==> config.mk <==
export PLATFORM = sky130hd
export DESIGN_NAME = lcg_stim_sequencer
export DESIGN_NICKNAME = d
export VERILOG_FILES = /design/src/rtl/lcg_stim_sequencer.sv
export SDC_FILE = /design/constraint.sdc
export NUM_CORES = 1
export LEC_CHECK = 0
export ABC_AREA = 1
export BUFFER_PORTS_ARGS = -buffer_cell sky130_fd_sc_hd__buf_4
export CAP_MARGIN = 15
export CORE_AREA = 2 2 287 289
export DETAILED_ROUTE_END_ITERATION = 8
export DIE_AREA = 0 0 289 291
export PLACE_DENSITY_LB_ADDON = 0.15
export SYNTH_ARGS = -nofsm -noshare
export SYNTH_HDL_FRONTEND = slang
export SYNTH_SLANG_ARGS = --single-unit
==> constraint.sdc <==
create_clock -name clk -period 14.7 [get_ports clk]
set_input_delay 2.94 -clock clk [delete_from_list [all_inputs] [get_ports clk]]
set_output_delay 2.94 -clock clk [all_outputs]
set_load 0.01 [all_outputs]
==> src/rtl/lcg_stim_sequencer.sv <==
// lcg_stim_sequencer: LCG-driven stimulus sequencer with DUT reset control and run-step budget.
// Optional response MISR enabled by defining LCG_STIM_SIGNATURE_EN.
module lcg_stim_sequencer #(
    parameter int          IN_W    = 265,
    parameter int          OUT_W   = 330,
    parameter int          CNT_W   = 32,
    parameter int          RST_CYC = 2,
    parameter logic [31:0] LCG_A   = 32'h41C64E6D,
    parameter logic [31:0] LCG_C   = 32'h3039
) (
    input  logic             clk,
    input  logic             rst_n,
    input  logic             start,
    input  logic             abort,
    input  logic [31:0]      seed,
    input  logic [CNT_W-1:0] cycles,
    input  logic [OUT_W-1:0] out_flat,
    output logic [IN_W-1:0]  in_flat,
    output logic             dut_rst_n,
    output logic             vec_valid,
    output logic [CNT_W-1:0] cyc_cnt,
    output logic             busy,
    output logic             done,
    output logic [31:0]      signature
);
    localparam int NWORDS = (IN_W + 31) / 32;
    localparam int IDX_W  = NWORDS > 1 ? $clog2(NWORDS) : 1;
    localparam int RC_W   = $clog2(RST_CYC + 1);

    typedef enum logic [2:0] {IDLE, RESET, FILL, APPLY, DONE} state_t;

    state_t           state_q, state_d;
    logic [31:0]      rng_q, rng_d, rng_next;
    logic [CNT_W-1:0] cyc_q, cyc_d, cnt_q, cnt_d;
    logic [IDX_W-1:0] idx_q, idx_d;
    logic [RC_W-1:0]  rcnt_q, rcnt_d;
    logic [IN_W-1:0]  in_flat_q, in_flat_d, wr_mask, wr_data;
    logic             accept;

    assign rng_next = rng_q * LCG_A + LCG_C;
    assign accept   = start && (state_q == IDLE || state_q == DONE);
    // Shifting in IN_W width truncates the final partial word for free
    assign wr_mask  = IN_W'({32{1'b1}}) << (32 * idx_q);
    assign wr_data  = IN_W'(rng_next) << (32 * idx_q);

`ifdef LCG_STIM_SIGNATURE_EN
    localparam int OW = (OUT_W + 31) / 32;
    logic [31:0]     sig_q, sig_d, fold;
    logic [32*OW-1:0] out_pad;
    assign out_pad = (32 * OW)'(out_flat);
    always_comb begin
        fold = '0;
        for (int i = 0; i < OW; i++) fold = fold ^ out_pad[32*i +: 32];
    end
    assign signature = sig_q;
`else
    logic unused_out;
    assign unused_out = ^out_flat;
    assign signature  = '0;
`endif

    always_comb begin
        state_d   = state_q;
        rng_d     = rng_q;
        cyc_d     = cyc_q;
        cnt_d     = cnt_q;
        idx_d     = idx_q;
        rcnt_d    = rcnt_q;
        in_flat_d = in_flat_q;
`ifdef LCG_STIM_SIGNATURE_EN
        sig_d     = sig_q;
`endif
        if (abort) begin
            state_d = IDLE;
        end else if (accept) begin
            state_d = RESET;
            rng_d   = seed;
            cyc_d   = cycles;
            cnt_d   = '0;
            rcnt_d  = '0;
`ifdef LCG_STIM_SIGNATURE_EN
            sig_d   = '0;
`endif
        end else begin
            case (state_q)
                RESET: begin
                    rcnt_d  = rcnt_q + 1'b1;
                    idx_d   = '0;
                    state_d = rcnt_q == RC_W'(RST_CYC - 1) ? FILL : RESET;
                end
                FILL: begin
                    rng_d     = rng_next;
                    in_flat_d = (in_flat_q & ~wr_mask) | wr_data;
                    idx_d     = idx_q + 1'b1;
                    state_d   = idx_q == IDX_W'(NWORDS - 1) ? APPLY : FILL;
                end
                APPLY: begin
`ifdef LCG_STIM_SIGNATURE_EN
                    sig_d   = {sig_q[30:0], sig_q[31] ^ sig_q[21] ^ sig_q[1] ^ sig_q[0]} ^ fold;
`endif
                    idx_d   = '0;
                    state_d = cnt_q == cyc_q ? DONE : FILL;
                    cnt_d   = cnt_q == cyc_q ? cnt_q : cnt_q + 1'b1;
                end
                default: ;
            endcase
        end
    end

    always_ff @(posedge clk or negedge rst_n) begin
        if (!rst_n) begin
            state_q   <= IDLE;
            rng_q     <= '0;
            cyc_q     <= '0;
            cnt_q     <= '0;
            idx_q     <= '0;
            rcnt_q    <= '0;
            in_flat_q <= '0;
`ifdef LCG_STIM_SIGNATURE_EN
            sig_q     <= '0;
`endif
        end else begin
            state_q   <= state_d;
            rng_q     <= rng_d;
            cyc_q     <= cyc_d;
            cnt_q     <= cnt_d;
            idx_q     <= idx_d;
            rcnt_q    <= rcnt_d;
            in_flat_q <= in_flat_d;
`ifdef LCG_STIM_SIGNATURE_EN
            sig_q     <= sig_d;
`endif
        end
    end

    assign in_flat   = in_flat_q;
    assign cyc_cnt   = cnt_q;
    assign vec_valid = state_q == APPLY;
    assign busy      = state_q == RESET || state_q == FILL || state_q == APPLY;
    assign done      = state_q == DONE;
    assign dut_rst_n = state_q == FILL || state_q == APPLY || state_q == DONE;
endmodule

== After elaboration in Yosys (flattened, before gate mapping) ==
Cells that the tools add are included.
Widths: inputs -> output; s select.

* Bits in registers: 370
* Bits of input ports: 398
* Output and inout bits: 333
* Word-level logic and storage cells: 60

* Bitwise gates (word level): 5
* Equality and inequality tests: 8
* Shifts and indexed selects: 2
* Reduce and logical (&&, ||, !) cells: 19
* Muxes and demuxes: 14
* Add/sub/neg operators: 4
* Multiply operators: 1

{| class="wikitable"
|+ Operator list
! cell !! count
|-
| $and 265x265->265 || 1
|-
| $not 265->265 || 1
|-
| $or 265x265->265 || 1
|-
| $shl 32x9->265 || 1
|-
| $shl 32x9->265 const A || 1
|-
| $mux 32 || 5
|-
| $add 32x1->32 const B || 1
|-
| $add 32x14->32 const B || 1
|-
| $eq 32x32->1 || 1
|-
| $mul 32x31->32 const B || 1
|-
| $mux 3 || 3
|-
| $pmux 3 s3 || 1
|-
| $reduce_and 3->1 || 3
|-
| $pmux 4 s2 || 1
|-
| $reduce_bool 2->1 || 4
|-
| $eq 3x2->1 const B || 2
|-
| $mux 2 || 3
|-
| $reduce_and 2->1 || 3
|-
| $logic_or 1x1->1 || 5
|-
| $reduce_bool 5->1 || 1
|-
| $add 4x1->4 const B || 1
|-
| $eq 4x4->1 const B || 1
|-
| $eq 3x1->1 const B || 1
|-
| $eq 3x3->1 const B || 1
|-
| other kinds (8) || 9
|}

== Logic depth before layout (Yosys ltp) ==
Gate-level depths: netlist of the first run.

* Depth after elaboration: 5
* Gate-level depth with buffers: 30
* Gate-level depth less buffers: 30

== Worst setup path before layout of the first run ==
Ideal clock, no wire load.

* Kind: register to register
* Start point: register rng_q[5]
* End point: register in_flat_q[27], in the netlist in_flat[27]
* Slack: 8.611 ns
* Cell stages (with the launch flop): 25
* Data required time: 14.623 ns
* Buffers on the path: 0
* Period minus slack after synthesis: 6.089 ns
* Library setup time: 0.077 ns
* Arrival: 6.012 ns
* Cells stage by stage: dfrtp_1 -> ha_1 -> xor2_1 -> ha_1 -> a21oi_1 -> fa_1 -> fa_1 -> inv_1 -> fa_1 -> inv_1 -> fa_1 -> inv_1 -> fa_1 -> inv_1 -> fa_1 -> inv_1 -> ha_1 -> a21oi_2 -> o21ai_1 -> a21oi_1 -> nand3_1 -> a21oi_2 -> xor2_2 -> nand3_1 -> o21ai_1

* Word-level cells in the longest chain between the ends: 4

{| class="wikitable"
|+ RTL lines
! what !! RTL line !! source
|-
| start: declaration || 33 || <nowiki>logic [31:0] rng_q, rng_d, rng_next;</nowiki>
|-
| start signal: assignment || 124 || <nowiki>rng_q <= rng_d;</nowiki>
|-
| $mul 32x31->32 || 40 || <nowiki>assign rng_next = rng_q * LCG_A + LCG_C;</nowiki>
|-
| $add 32x14->32 || 40 ||
|-
| $shl 32x9->265 || 44 || <nowiki>assign wr_data = IN_W'(rng_next) << (32 * idx_q);</nowiki>
|-
| $or 265x265->265 || 93 || <nowiki>in_flat_d = (in_flat_q & ~wr_mask) | wr_data;</nowiki>
|-
| end signal: assignment || 129 || <nowiki>in_flat_q <= in_flat_d;</nowiki>
|-
| end: declaration || 37 || <nowiki>logic [IN_W-1:0] in_flat_q, in_flat_d, wr_mask, wr_data;</nowiki>
|}

Every way passes these cells.
A chain may end at the register's enable or synchronous reset.

== Worst setup path in the final report of the first run ==
* Start point: register rng_q[4]
* End point: register in_flat_q[26], in the netlist in_flat[26]

Same word-level chain as after synthesis.

==> results list, run 1 <==
* Number of register bits inferred by synthesis: 370
- Maximum count of clock buffers along a single path: 3
- Number of enable flip-flop cells after synthesis: 0
- In this run the tightest slew margin relative to its limit is 25.9%.
- The setup check on the worst reg-to-reg path leaves a slack of 7.01 ns.
* Largest clock skew in the final design: 0.0245 ns
- Fraction of the mapped netlist area in simple logic gates: between 15 and 20%
- The initialized floorplan defines 105 standard-cell rows.
- Static timing analysis puts the maximum clock frequency at 0.130 GHz.
- Number of remaining DRC errors: 0
- Global routing consumed, over all layers together, 23.2% of the routing resources.
- Vias in the first global route: 21,700
* Vias after detailed routing: 21,000
* Die width: 289 um
- Capture point of the critical path: in_flat[26]
- R2R Path Start: rng_q[4]
- Relative to the synthesized area, the layout overhead comes to 21.1%.
- Min-delay worst type: register to register
* Critical Path Source: rng_q[4]
* Endpoint kind of the worst setup timing path: register
- Final routed wire length divided by cell count: 22.0 um
* Clock transition time at the flip-flop clock pins of the worst setup and hold paths: ~0.060 ns
- Post-synthesis mux area share: 0%
* CP Data Arrival Time: around 8.2 ns
- Number of failing setup endpoints in the final timing report: 0
- In the final layout, flip-flops and latches occupy 9260 um^2.
- Once detail routing completed, the nets flagged for antenna violations numbered 0.
- For this run, the register share of the synthesized area comes to 35.9%.
- Most frequent cell after synthesis: sky130_fd_sc_hd__nand2_1
* Total negative slack for setup checks: 0 ns
- Startpoint kind of the worst setup timing path: register
- In this run the biggest area consumer among cell types represents a little over a third of the synthesized area.
- The biggest area contributor in the post-synthesis netlist is sky130_fd_sc_hd__dfrtp_1.
* Wire length reported by the detailed router: 96,400 um
- The root buffer cell chosen for the clock tree is sky130_fd_sc_hd__clkbuf_16.
- Global routing finished with a remaining overflow of 0.
* Library cells used by synthesis: 50
- For this run, the slowest stage of the critical path takes between 0.7 and 0.8 ns.
* Quantity of I/O buffers inserted on ports: 368
- Summing the areas of all compound-gate instances in the mapped netlist gives between 8 and 9% of the synthesized area.
- Summing all multi-input logic gate instances after layout gives 14,100 um^2.
- The largest individual stage delay along the critical path comes from the cell sky130_fd_sc_hd__dfrtp_1.
* Fill cells: 8,488
- Share of synthesized cell area in full adder, half adder and majority cells: 25.0%
- Core footprint: 81,200 um^2
- Primary FF master, synth: sky130_fd_sc_hd__dfrtp_1
- NumNets Final: slightly above 4,000
- Final Critical Period: about 7.7 ns
* First-pass GRT wire length: 145,000 um
- Part of the cycle the worst path needs: a little over half
- Post-Syn Area per Cell: between 8 and 9 um^2
- Of all nets on the critical path, the largest fanout is 10.
- Setup repair after global routing left no endpoint under its margin.
- Entering global routing, the biggest net connects 146 pins.
- Initial Utilization: approximately a third
- Routability-driven placement finished with a final weighted congestion of 0.913.
* Cell count after synthesis: 2,943
- In this run the critical register-to-register path is captured at in_flat[26].
* Final max-slew violation count: 0
- Worst-case reg-to-reg path depth: 24
- Worst path cell trace: ha_1 -> xor2_1 -> ha_1 -> a21oi_1 -> fa_1 -> fa_1 -> inv_1 -> fa_1 -> inv_1 -> fa_1 -> inv_1 -> fa_1 -> inv_1 -> fa_1 -> inv_1 -> ha_1 -> nand4_1 -> nor3_2 -> nand4_1 -> nand3_1 -> a21oi_1 -> xnor2_2 -> nand3_1 -> o21ai_1
- DIE AREA: 84,100 um^2
- TritonCTS built the clock tree.
* Max-cap check violation count: 0
- Placed wire-length estimate: 72,400 um
- In this run the post-CTS setup repair buffer count came out at 0.
- Cells taking the most area after synthesis: sky130_fd_sc_hd__dfrtp_1 (36%), sky130_fd_sc_hd__fa_1 (15%), sky130_fd_sc_hd__ha_1 (10%)
- Number of antenna violations at the first check in global routing: 14
* Post-CTS Resized: 0
- The count of final hold-check violations is 0.
- Dividing the detail-routed via count by the number of cells gives 4.80.
* Critical path start-end classification: register to register
* Run status: finished clean
* H-Tree Depth: 2
* Share of flip-flops with an asynchronous set or reset: 100%
- Syn. warnings: 0
- By count the netlist is led by sky130_fd_sc_hd__nand2_1 (635), sky130_fd_sc_hd__inv_1 (489), sky130_fd_sc_hd__dfrtp_1 (370).
* Transition time at the pin with the least slew margin: around 1.1 ns
* Initial drt markers: 1,408
* Number of iterations in the first detailed-routing pass: 5
- For this design, the CTS-stage hold fixing added 0 buffers.
- Die height: 291 um
- For the worst-skew pair, the clock arrives at the later sink with an insertion delay of 0.61 ns.
- CP Data Required Time: between 15 and 20 ns
- Post-Syn Area: 25,800 um^2
- Hold path depth: 2
- CTS Buf Count: 45
* Dominant cell type by count on the critical path: sky130_fd_sc_hd__fa_1
- CTS saw 370 sinks.
* Main combinational cell family by area after synthesis: adder cells
- Cells with a size suffix above 1 make up 16.4% of the layout.
- Synthesized-area fraction occupied by xor and xnor cells: 3.64%
- ~730 I/O pins were placed.
-- worst max-delay path: cells and delay by family, from the launching register on --
| family | cells | cell delay (ns) |
|---|---|---|
| and+or+nand+nor | 5 | 1.10 |
| AOI/OAI and AO/OA | 3 | 0.41 |
| xor gates and xnor gates | 2 | 0.98 |
| DFF | 1 | 0.78 |
| adders and majority gates | 9 | 4.03 |
| buffers and inverters | 5 | 0.29 |
-- per-layer routing --
layer,global-route usage (%),wire (um)
met4,7.29,3360
met5,0,112
met1,32.0,42800
met2,36.3,44200
met3,4.78,6000
-- registers in the layout, indices dropped and copies added (netlist names) --
register  flops
idx_q         4
cyc_q        32
cyc_cnt      32
rng_q        32
rcnt_q        2
state_q       3
in_flat     265
-- area by class of cell --
cell class / count / share of cell area [%]
well taps: 1070 / 4.28
multi-input cells: 1955 / 45.1
flip-flops and latches: 370 / 29.6
clock buffers: 60 / 4.20
diodes: 4 / 0.0320
inverters: 503 / 6.06
clock inverters: 21 / 1.05
repair buffers: 398 / 9.63
-- cell families after synthesis --
| family | Yosys count |
|---|---|
| adders and majority gates | 402 |
| AOI/OAI and AO/OA | 392 |
| and+or+nand+nor | 1031 |
| buffers and inverters | 649 |
| DFF | 370 |
| xor gates and xnor gates | 98 |
| other | 1 |
-- per-stage QoR --
stage	cell area, um^2	hold WS, ns	setup WS (ns)	std cells	utilization (%)
after floorplan	25900	0.463	8.61	2974	-
after global placement	29600	0.465	7.12	4295	36.5
after detailed placement	29600	0.467	7.11	4295	36.5
after CTS	31200	0.484	7.05	4376	38.5
after global routing	31200	0.496	6.73	4377	38.5
final	31300	0.480	7.01	4381	38.5
-- how the worst min path moves through the flow --
| stage | slack (ns) | to | startpoint |
|---|---|---|---|
| 6_report | 0.48 | in_flat[13] | in_flat[13] |
| 3_3_place_gp | 0.47 | in_flat[93] | in_flat[93] |
| 4_1_cts | 0.48 | in_flat[240] | in_flat[240] |
| 3_5_place_dp | 0.47 | in_flat[240] | in_flat[240] |
| 2_1_floorplan | 0.46 | cyc_q[0] | cyc_q[0] |
| 5_1_grt | 0.50 | in_flat[156] | in_flat[156] |
-- placed cells by master, fill, tap and decap left out, types with 106 or more instances in the layout --
cell type,count
sky130_fd_sc_hd__buf_4,395
sky130_fd_sc_hd__o21ai_1,117
sky130_fd_sc_hd__ha_1,214
sky130_fd_sc_hd__fa_1,188
sky130_fd_sc_hd__inv_1,487
sky130_fd_sc_hd__o21ai_0,180
sky130_fd_sc_hd__nor2_1,106
sky130_fd_sc_hd__nand3_1,164
sky130_fd_sc_hd__nand2_1,634
sky130_fd_sc_hd__dfrtp_1,368
Power of run 1 is not shown: default switching activity piles up to over one toggle a cycle in this logic, so the estimate is an artifact.
==> run 2, diff against run 1 <==
ABC_AREA = 0   (was 1)
CORE_AREA = 2 2 281 283   (was 2 2 287 289)
DIE_AREA = 0 0 283 285   (was 0 0 289 291)
clock period = 8 ns   (was 14.7 ns; I/O delays follow)
==> run 2 against run 1 <==
Cell area shrank 5.1%. Register-to-register slack got worse by 6.5 ns. Via count decreased by 15%. First-iteration DRC count fell by 23%. Final cell count is 15% lower. Largest cell class unchanged. Wire length shrank 13%. Flip-flop and latch count stayed put. Critical path type unchanged. Fmax grew 3.4%. Die area fell by 4.1%. Non-clock buffer count increased by 31. Sequential share of layout area increased by 1.6 points. Synthesized area is 7.3% lower.
==> results list, run 2 <==
- The count of unique library cells instantiated by Yosys was 67 (+34%).
- The signal on the critical path passes through ha_1 -> xor2_1 -> ha_1 -> a21oi_1 -> fa_1 -> fa_1 -> inv_1 -> fa_1 -> fa_1 -> fa_1 -> inv_1 -> fa_1 -> inv_1 -> ha_1 -> a211oi_1 -> nand2_1 -> nor3b_1 -> or3_1 -> a21oi_4 -> o31ai_4 -> o31ai_4 -> xnor2_4 -> a22o_1.
* Clock root buffer master: sky130_fd_sc_hd__clkbuf_16
- Min-delay worst type: register to register
* Layout overhead on the synthesized area: 24.0%
- CP Data Required Time: 8.44 ns (-6.77 ns)
* Largest stage delay on the critical path: 0.61 ns (-0.17 ns)
- The count of final hold-check violations came to 0 (unchanged).
- The number of antenna violations at the first check in global routing came to 9 (-5).
- R2R Path Start: rng_q[7]
- The proportion of netlist area held by the largest area contributor came to 38.7% (+2.8 points).
* Syn. warnings: 0 (unchanged)
- The multi-input gate area in the final layout came to 12,800 um^2 (-9.3%).
- The effective utilization at floorplan came to 30.7% (-1.1 points).
- The post-detailed-route wirelength per cell was 22.6 um (+2.8%).
- The placer congestion estimate was 0.903 (-1.1%).
- The number of port buffers came to 368 (unchanged).
- DIE AREA: 80,700 um^2 (-4.1%)
* Number of failing setup endpoints in the final timing report: 0 (unchanged)
- Total overflow reported by the global router: 0 (unchanged)
- The total clock buffers created by CTS came to 46 (+2.2%).
- Wire length reported by the detailed router: 83,900 um (-13%)
- The count of nets left with antenna violations after detail routing was 0 (unchanged).
- Most frequent cell after synthesis: sky130_fd_sc_hd__inv_1
* Final Critical Period: 7.44 ns (-0.250 ns)
- Number of register bits inferred by synthesis: 370 (unchanged)
- Overall routing resource usage: 20.8% (-2.4 points)
* Most common cell after layout, fill and taps aside: sky130_fd_sc_hd__buf_4
- Number of rows in the core area: 103 (-1.9%)
- The maximum number of buffers from clock root to sink came to 3 (unchanged).
- Share of flip-flops with an asynchronous set or reset: 100% (unchanged)
- Ports placed on the boundary: 731 (unchanged)
- Commonest non-fill, non-tap cells in the layout: sky130_fd_sc_hd__buf_4 (426), sky130_fd_sc_hd__inv_1 (415), sky130_fd_sc_hd__dfrtp_1 (370), sky130_fd_sc_hd__ha_1 (214), sky130_fd_sc_hd__nand2_1 (209)
* Post-Syn Area: 23,900 um^2 (-7.3%)
* Max-cap check violation count: 0 (unchanged)
- The instance count along the most critical hold path came to 2 (unchanged).
- CP Data Arrival Time: 7.88 ns (-0.32 ns)
- Clock transition time at the flip-flop clock pins of the worst setup and hold paths: 0.06 ns (about the same)
- STA classifies the critical path startpoint as a register.
- NumNets Final: 3,423 (-16%)
- The total negative slack came to 0 ns (unchanged).
- The number of H-tree levels is 2 (unchanged).
* Number of sinks on the clock net: 370 (unchanged)
- Skew-Pair Late Insertion Delay: 0.62 ns (about the same)
- The estimated wirelength of the detail-placed design was 64,100 um (-11%).
- Critical path's slowest cell: sky130_fd_sc_hd__ha_1
* WHS Endpoint: in_flat[236]
* Max Clock Freq: 0.134 GHz (+3.4%)
- Critical path start-end classification: register to register
* Core footprint: 78,000 um^2 (-4.0%)
* Dominant cell type by count on the critical path: sky130_fd_sc_hd__fa_1
- The detailed-routing iteration count for the pre-antenna-repair pass is 5 (unchanged).
- Final max-slew violation count: 0 (unchanged)
- The remaining design rule violation count was 0 (unchanged).
* Post-cts hold buffer count: 0 (unchanged)
- The die width came to 283 um (-2.1%).
- Unrepaired setup endpoints after global routing: no
* Post-synth top cells: sky130_fd_sc_hd__inv_1 (415), sky130_fd_sc_hd__dfrtp_1 (370), sky130_fd_sc_hd__ha_1 (214)
- Among all flip-flop cells after synthesis, the most frequent one is sky130_fd_sc_hd__dfrtp_1.
- The die height is 285 um (-2.1%).
* Vias after detailed routing: 17,900 (-15%)
* Cell count after synthesis: 2,228 (-24%)
- Fill cells: 7,815 (-7.9%)
* Post-synthesis cell type with the largest combined area: sky130_fd_sc_hd__dfrtp_1
- The worst setup path is captured at a register.
- The run finished with clean final reports.
- The count of routing violations after the opening detailed-route iteration is 1,082 (-23%).
- Area taken by flip-flops and latches: 9260 um^2 (about the same)
- The mean instance size in the synthesized netlist is 10.7 um^2 (+22%).
* First-pass GRT wire length: 127,000 um (-13%)
* Largest clock skew in the final design: 0.0714 ns (+0.0469 ns)
* Remaining max-slew budget at the tightest pin: 20.5% (-5.4 points)
* Part of the cycle the worst path needs: 93.0% (+41 points)
* Sequential cell area fraction in the yosys report: 38.7% (+2.8 points)
- The top fanout value on the critical path was 9 (-1).
- Flip-flop count of the largest register after layout: 265 (unchanged)
- The number of flops mapped to enable cells by yosys was 0 (unchanged).
- The depth of the worst register-to-register path came to 23 (-4.2%).
* Cells taking the most area after synthesis: sky130_fd_sc_hd__dfrtp_1 (39%), sky130_fd_sc_hd__fa_1 (16%), sky130_fd_sc_hd__ha_1 (11%)
- Proportion of layout cells with a drive suffix above 1: 20.7% (+4.3 points)
- The worst hold path begins at in_flat[236].
- The worst-margin pin slew is 1.19 ns (+0.0767 ns).
* Maximum number of pins on one net before global-route repair: 166 (+14%)
* Register-to-register path setup slack: 0.56 ns (-6.45 ns)
- Critical R2R Capture: in_flat[63]
- The via count normalized by instance count is 4.83 (+0.64%).
* Vias in the first global route: 19,200 (-12%)
- Clock tree from TritonCTS: done
-- run 2: timing repair --
item,4_1_cts,5_1_grt
gates resized for setup,0,2
setup endpoints to repair,0,11
buffers inserted,0,0
-- run 2: worst max-delay path, delay by kind of cell, from the launching register on --
| family | cells | cell delay (ns) |
|---|---|---|
| fa+ha+maj | 9 | 4.15 |
| compound gates | 6 | 1.36 |
| simple gates | 3 | 0.63 |
| flops | 1 | 0.52 |
| xor+xnor | 2 | 0.43 |
| buf+inv | 3 | 0.15 |
-- run 2: cell families after synthesis --
| family | share of synthesized area (%) |
|---|---|
| xor gates and xnor gates | 4.37 |
| buffers and inverters | 8.83 |
| adders and majority gates | 26.9 |
| muxes | 0.633 |
| AOI/OAI and AO/OA | 13.8 |
| other | 0.0157 |
| and+or+nand+nor | 6.76 |
| DFF | 38.7 |
-- run 2: layer usage --
layer / routed length, um / share of wire [%] / vias up / GRT usage, %
met4: 3150 / 3.8 / 12 / 7.63
met3: 5410 / 6.4 / 147 / 4.80
met5: 83 / 0.099 / - / 0
met2: 39100 / 47 / 539 / 33.5
met1: 36200 / 43 / 9144 / 27.5
li1: - / - / 8079 / -
-- run 2: final cells by class --
type,count,share of cell area [%]
clock inverters,21,0.628
repair buffers,429,10.9
flip-flops and latches,370,31.2
clock buffers,62,4.39
well taps,1050,4.43
multi-input cells,1360,43.1
inverters,416,5.26
diodes,3,0.0253
-- run 2: worst max path at each step --
| stage | start | endpoint | slack, ns |
|---|---|---|---|
| detailed placement | rng_q[7] | rng_q[26] | 0.38 |
| CTS | rng_q[7] | in_flat[26] | 0.27 |
| floorplan | rng_q[7] | in_flat[126] | 1.47 |
| finish | rng_q[7] | in_flat[63] | 0.56 |
| global route | rng_q[7] | in_flat[63] | 0.17 |
| global placement | rng_q[5] | in_flat[31] | 0.38 |
-- run 2: stage by stage --
stage / std cells / hold WS (ns) / util, % / cell area (um^2) / setup slack, ns
3_5_place_dp: 3624 / 0.476 / 36.1 / 28100 / 0.379
6_report: 3711 / 0.486 / 38.1 / 29700 / 0.559
5_1_grt: 3710 / 0.510 / 38.1 / 29700 / 0.173
3_3_place_gp: 3623 / 0.471 / 36.1 / 28100 / 0.384
2_1_floorplan: 2259 / 0.466 / - / 24000 / 1.47
4_1_cts: 3707 / 0.488 / 38.0 / 29600 / 0.270
Power of run 2 is left out for the same reason.
==> run 3, diff against run 2 <==
RECOVER_POWER = 100   (was unset)
==> run 3 against run 2 <==
The flow now finishes with violations (capacitance limit, slew limit). Non-clock buffer count did not move. Worst setup slack got worse by 0.098 ns. Flip-flop and latch count did not move. Final cell count barely moved. Register-to-register slack got worse by 0.098 ns. Sequential share of layout area rose by 1.5 points. First-iteration DRC count rose by 6.8%. Critical path depth rose by 1. Highest routed layer unchanged.
==> results list, run 3 (same netlist as run 2, synthesis figures left out) <==
- Global routing usage on met1: 27.5% (unchanged)
* Critical-path maximum fanout: 8 (-1)
- Failing checks: capacitance limit, slew limit
- The die width was 283 um (unchanged).
- The I/O pin count was 731 (unchanged).
- The number of antenna violations at the first check in global routing is 11 (+2).
- Number of rows in the core area: 103 (unchanged)
* Unrepaired setup endpoints after global routing: no
- The count of nets left with antenna violations after detail routing was 0 (unchanged).
- TritonCTS built the clock tree.
- The multi-input gate area in the final layout was 12,700 um^2 (-0.74%).
- The critical path is of the register to register type.
- The remaining design rule violation count was 0 (unchanged).
- Clock transition time at the flip-flop clock pins of the worst setup and hold paths: 0.06 ns (about the same)
- The maximum number of buffers from clock root to sink was 3 (unchanged).
* Max-cap check violation count: 18 (+18)
* Final routed wire length divided by cell count: 22.6 um (-0.23%)
* GR peak layer: met2
- The die height was 285 um (unchanged).
- The path class of the tightest hold or removal check is register to register.
- Fill cells: 8,107 (+3.7%)
- Part of the cycle the worst path needs: 94.2% (+1.2 points)
* Number of iterations in the first detailed-routing pass: 6 (+1)
* Initial Utilization: 30.7% (unchanged)
- The flow ran to the end, but the final reports show violations.
- Traced cell by cell, the critical path runs through ha_1 -> inv_1 -> fa_1 -> inv_1 -> ha_1 -> inv_1 -> fa_1 -> inv_1 -> fa_1 -> ha_1 -> fa_1 -> inv_1 -> fa_1 -> inv_1 -> ha_1 -> a21o_1 -> o21a_1 -> a311oi_1 -> clkbuf_1 -> nand2_1 -> a221oi_1 -> xor2_1 -> clkbuf_2 -> o21ai_0.
* Total negative slack for setup checks: 0 ns (unchanged)
* Final Wtd Congestion: 0.903 (unchanged)
* Final Critical Period: 7.54 ns (+0.0976 ns)
- DIE AREA: 80,700 um^2 (unchanged)
* CP Data Arrival Time: 7.95 ns (+0.07 ns)
- The number of H-tree levels came to 2 (unchanged).
- The library cell used most frequently in the layout, excluding fill and tap cells, is sky130_fd_sc_hd__inv_1.
- The global-route met3 utilization was 4.80% (unchanged).
- Post-CTS Resized: 0 (unchanged)
- Compared with the post-synthesis result, the final layout area differs by 18.3%.
- The number of flip-flops in the largest register came to 265 (unchanged).
- Commonest non-fill, non-tap cells in the layout: sky130_fd_sc_hd__inv_1 (415), sky130_fd_sc_hd__dfrtp_1 (370), sky130_fd_sc_hd__clkbuf_1 (341), sky130_fd_sc_hd__ha_1 (214), sky130_fd_sc_hd__nand2_1 (210)
* Largest stage delay on the critical path: 0.65 ns (+0.04 ns)
- Wire length reported by the detailed router: 83,800 um (-0.18%)
- The cell sitting at the root of the clock tree is a sky130_fd_sc_hd__clkbuf_16.
* Placed wire-length estimate: 64,100 um (unchanged)
- Maximum number of pins on one net before global-route repair: 166 (unchanged)
- Vias in the first global route: 19,200 (unchanged)
* Hold violation count in the final report: 0 (unchanged)
- The share of final-layout standard cells stronger than drive strength 1 came to 7.52% (-13 points).
- Vias after detailed routing: 18,000 (+0.44%)
- The worst path buffer plus inverter count was 8 (+5).
* Ratio of routed vias to standard cells: 4.85 (+0.39%)
* CP Data Required Time: 8.42 ns (-0.02 ns)
- NumNets Final: 3,423 (unchanged)
- Initial drt markers: 1,156 (+6.8%)
- Critical path's slowest cell: sky130_fd_sc_hd__dfrtp_1
* Number of failing setup endpoints in the final timing report: 0 (unchanged)
- The clock latency of the later-clocked register in the worst-skew pair is 0.62 ns (about the same).
* Transition time at the pin with the least slew margin: 6.12 ns (+4.93 ns)
* Remaining max-slew budget at the tightest pin: -308% (-330 points)
- The count of pins over their slew limit was 493 (+493).
* Total overflow reported by the global router: 0 (unchanged)
- Core footprint: 78,000 um^2 (unchanged)
- Quantity of I/O buffers inserted on ports: 368 (unchanged)
* Post-CTS Setup Inserts: 0 (unchanged)
* Largest clock skew in the final design: 0.0728 ns (+0.00132 ns)
* Area taken by flip-flops and latches: 9260 um^2 (unchanged)
- Crit path max-delay family: adder cells
- The number of buffers inserted by hold repair at cts came to 0 (unchanged).
* CTS Buf Count: 46 (unchanged)
- In this design, the critical path's most frequently occurring cell is sky130_fd_sc_hd__inv_1.
- Max Clock Freq: 0.133 GHz (-1.3%)
- The global-route wire length before repair is 127,000 um (unchanged).
- STA classifies the critical path endpoint as a register.
- Startpoint kind of the worst setup timing path: register
- The combined global-route utilization of all metal layers is 20.8% (unchanged).
- The global routing met2 resource utilization came to 33.5% (unchanged).
* Number of sinks on the clock net: 370 (unchanged)
run 3: worst min-delay path, delay by kind of cell, from the launching register on:
kind	cells	cell delay, ns
simple gates	1	0.05
flops	1	0.34
compound gates	1	0.06
run 3: final timing paths:
kind | from | endpoint | slack, ns | cells after the start
min reg2reg | in_flat[150] | in_flat[150] | 0.49 | 2
max in group asynchronous | rst_n | rng_q[13] | 1.27 | 1
min in group asynchronous | rst_n | in_flat[7] | 3.25 | 1
max reg2reg | rng_q[13] | in_flat[54] | 0.46 | 24
min | in_flat[150] | in_flat[150] | 0.49 | 2
max | rng_q[13] | in_flat[54] | 0.46 | 24
run 3: area by class of cell:
type	count	area share (%)
sequential	370	32.7
inverter	416	5.52
timing repair buffer	429	6.94
clock buffer	62	4.60
multi-input combinational	1360	44.9
tap	1050	4.64
antenna	5	0.0442
clock inverter	21	0.659
run 3: layer usage:
layer / share of wire (%) / vias up
met2: 47 / 544
met3: 6.6 / 150
met5: 0.12 / -
met4: 3.8 / 14
met1: 43 / 9204
li1: - / 8088
run 3: metrics by stage:
step                hold WS [ns]  cell area, um^2  util [%]  worst slack (ns)  std cells
finish                     0.486            28300      36.3             0.462       3713
global route               0.506            28300      36.3            0.0894       3711
CTS                        0.488            29600      38.0             0.270       3707
detailed placement         0.476            28100      36.1             0.379       3624
global placement           0.471            28100      36.1             0.384       3623
floorplan                  0.466            24000         -              1.47       2259
Power of run 3 is left out for the same reason.
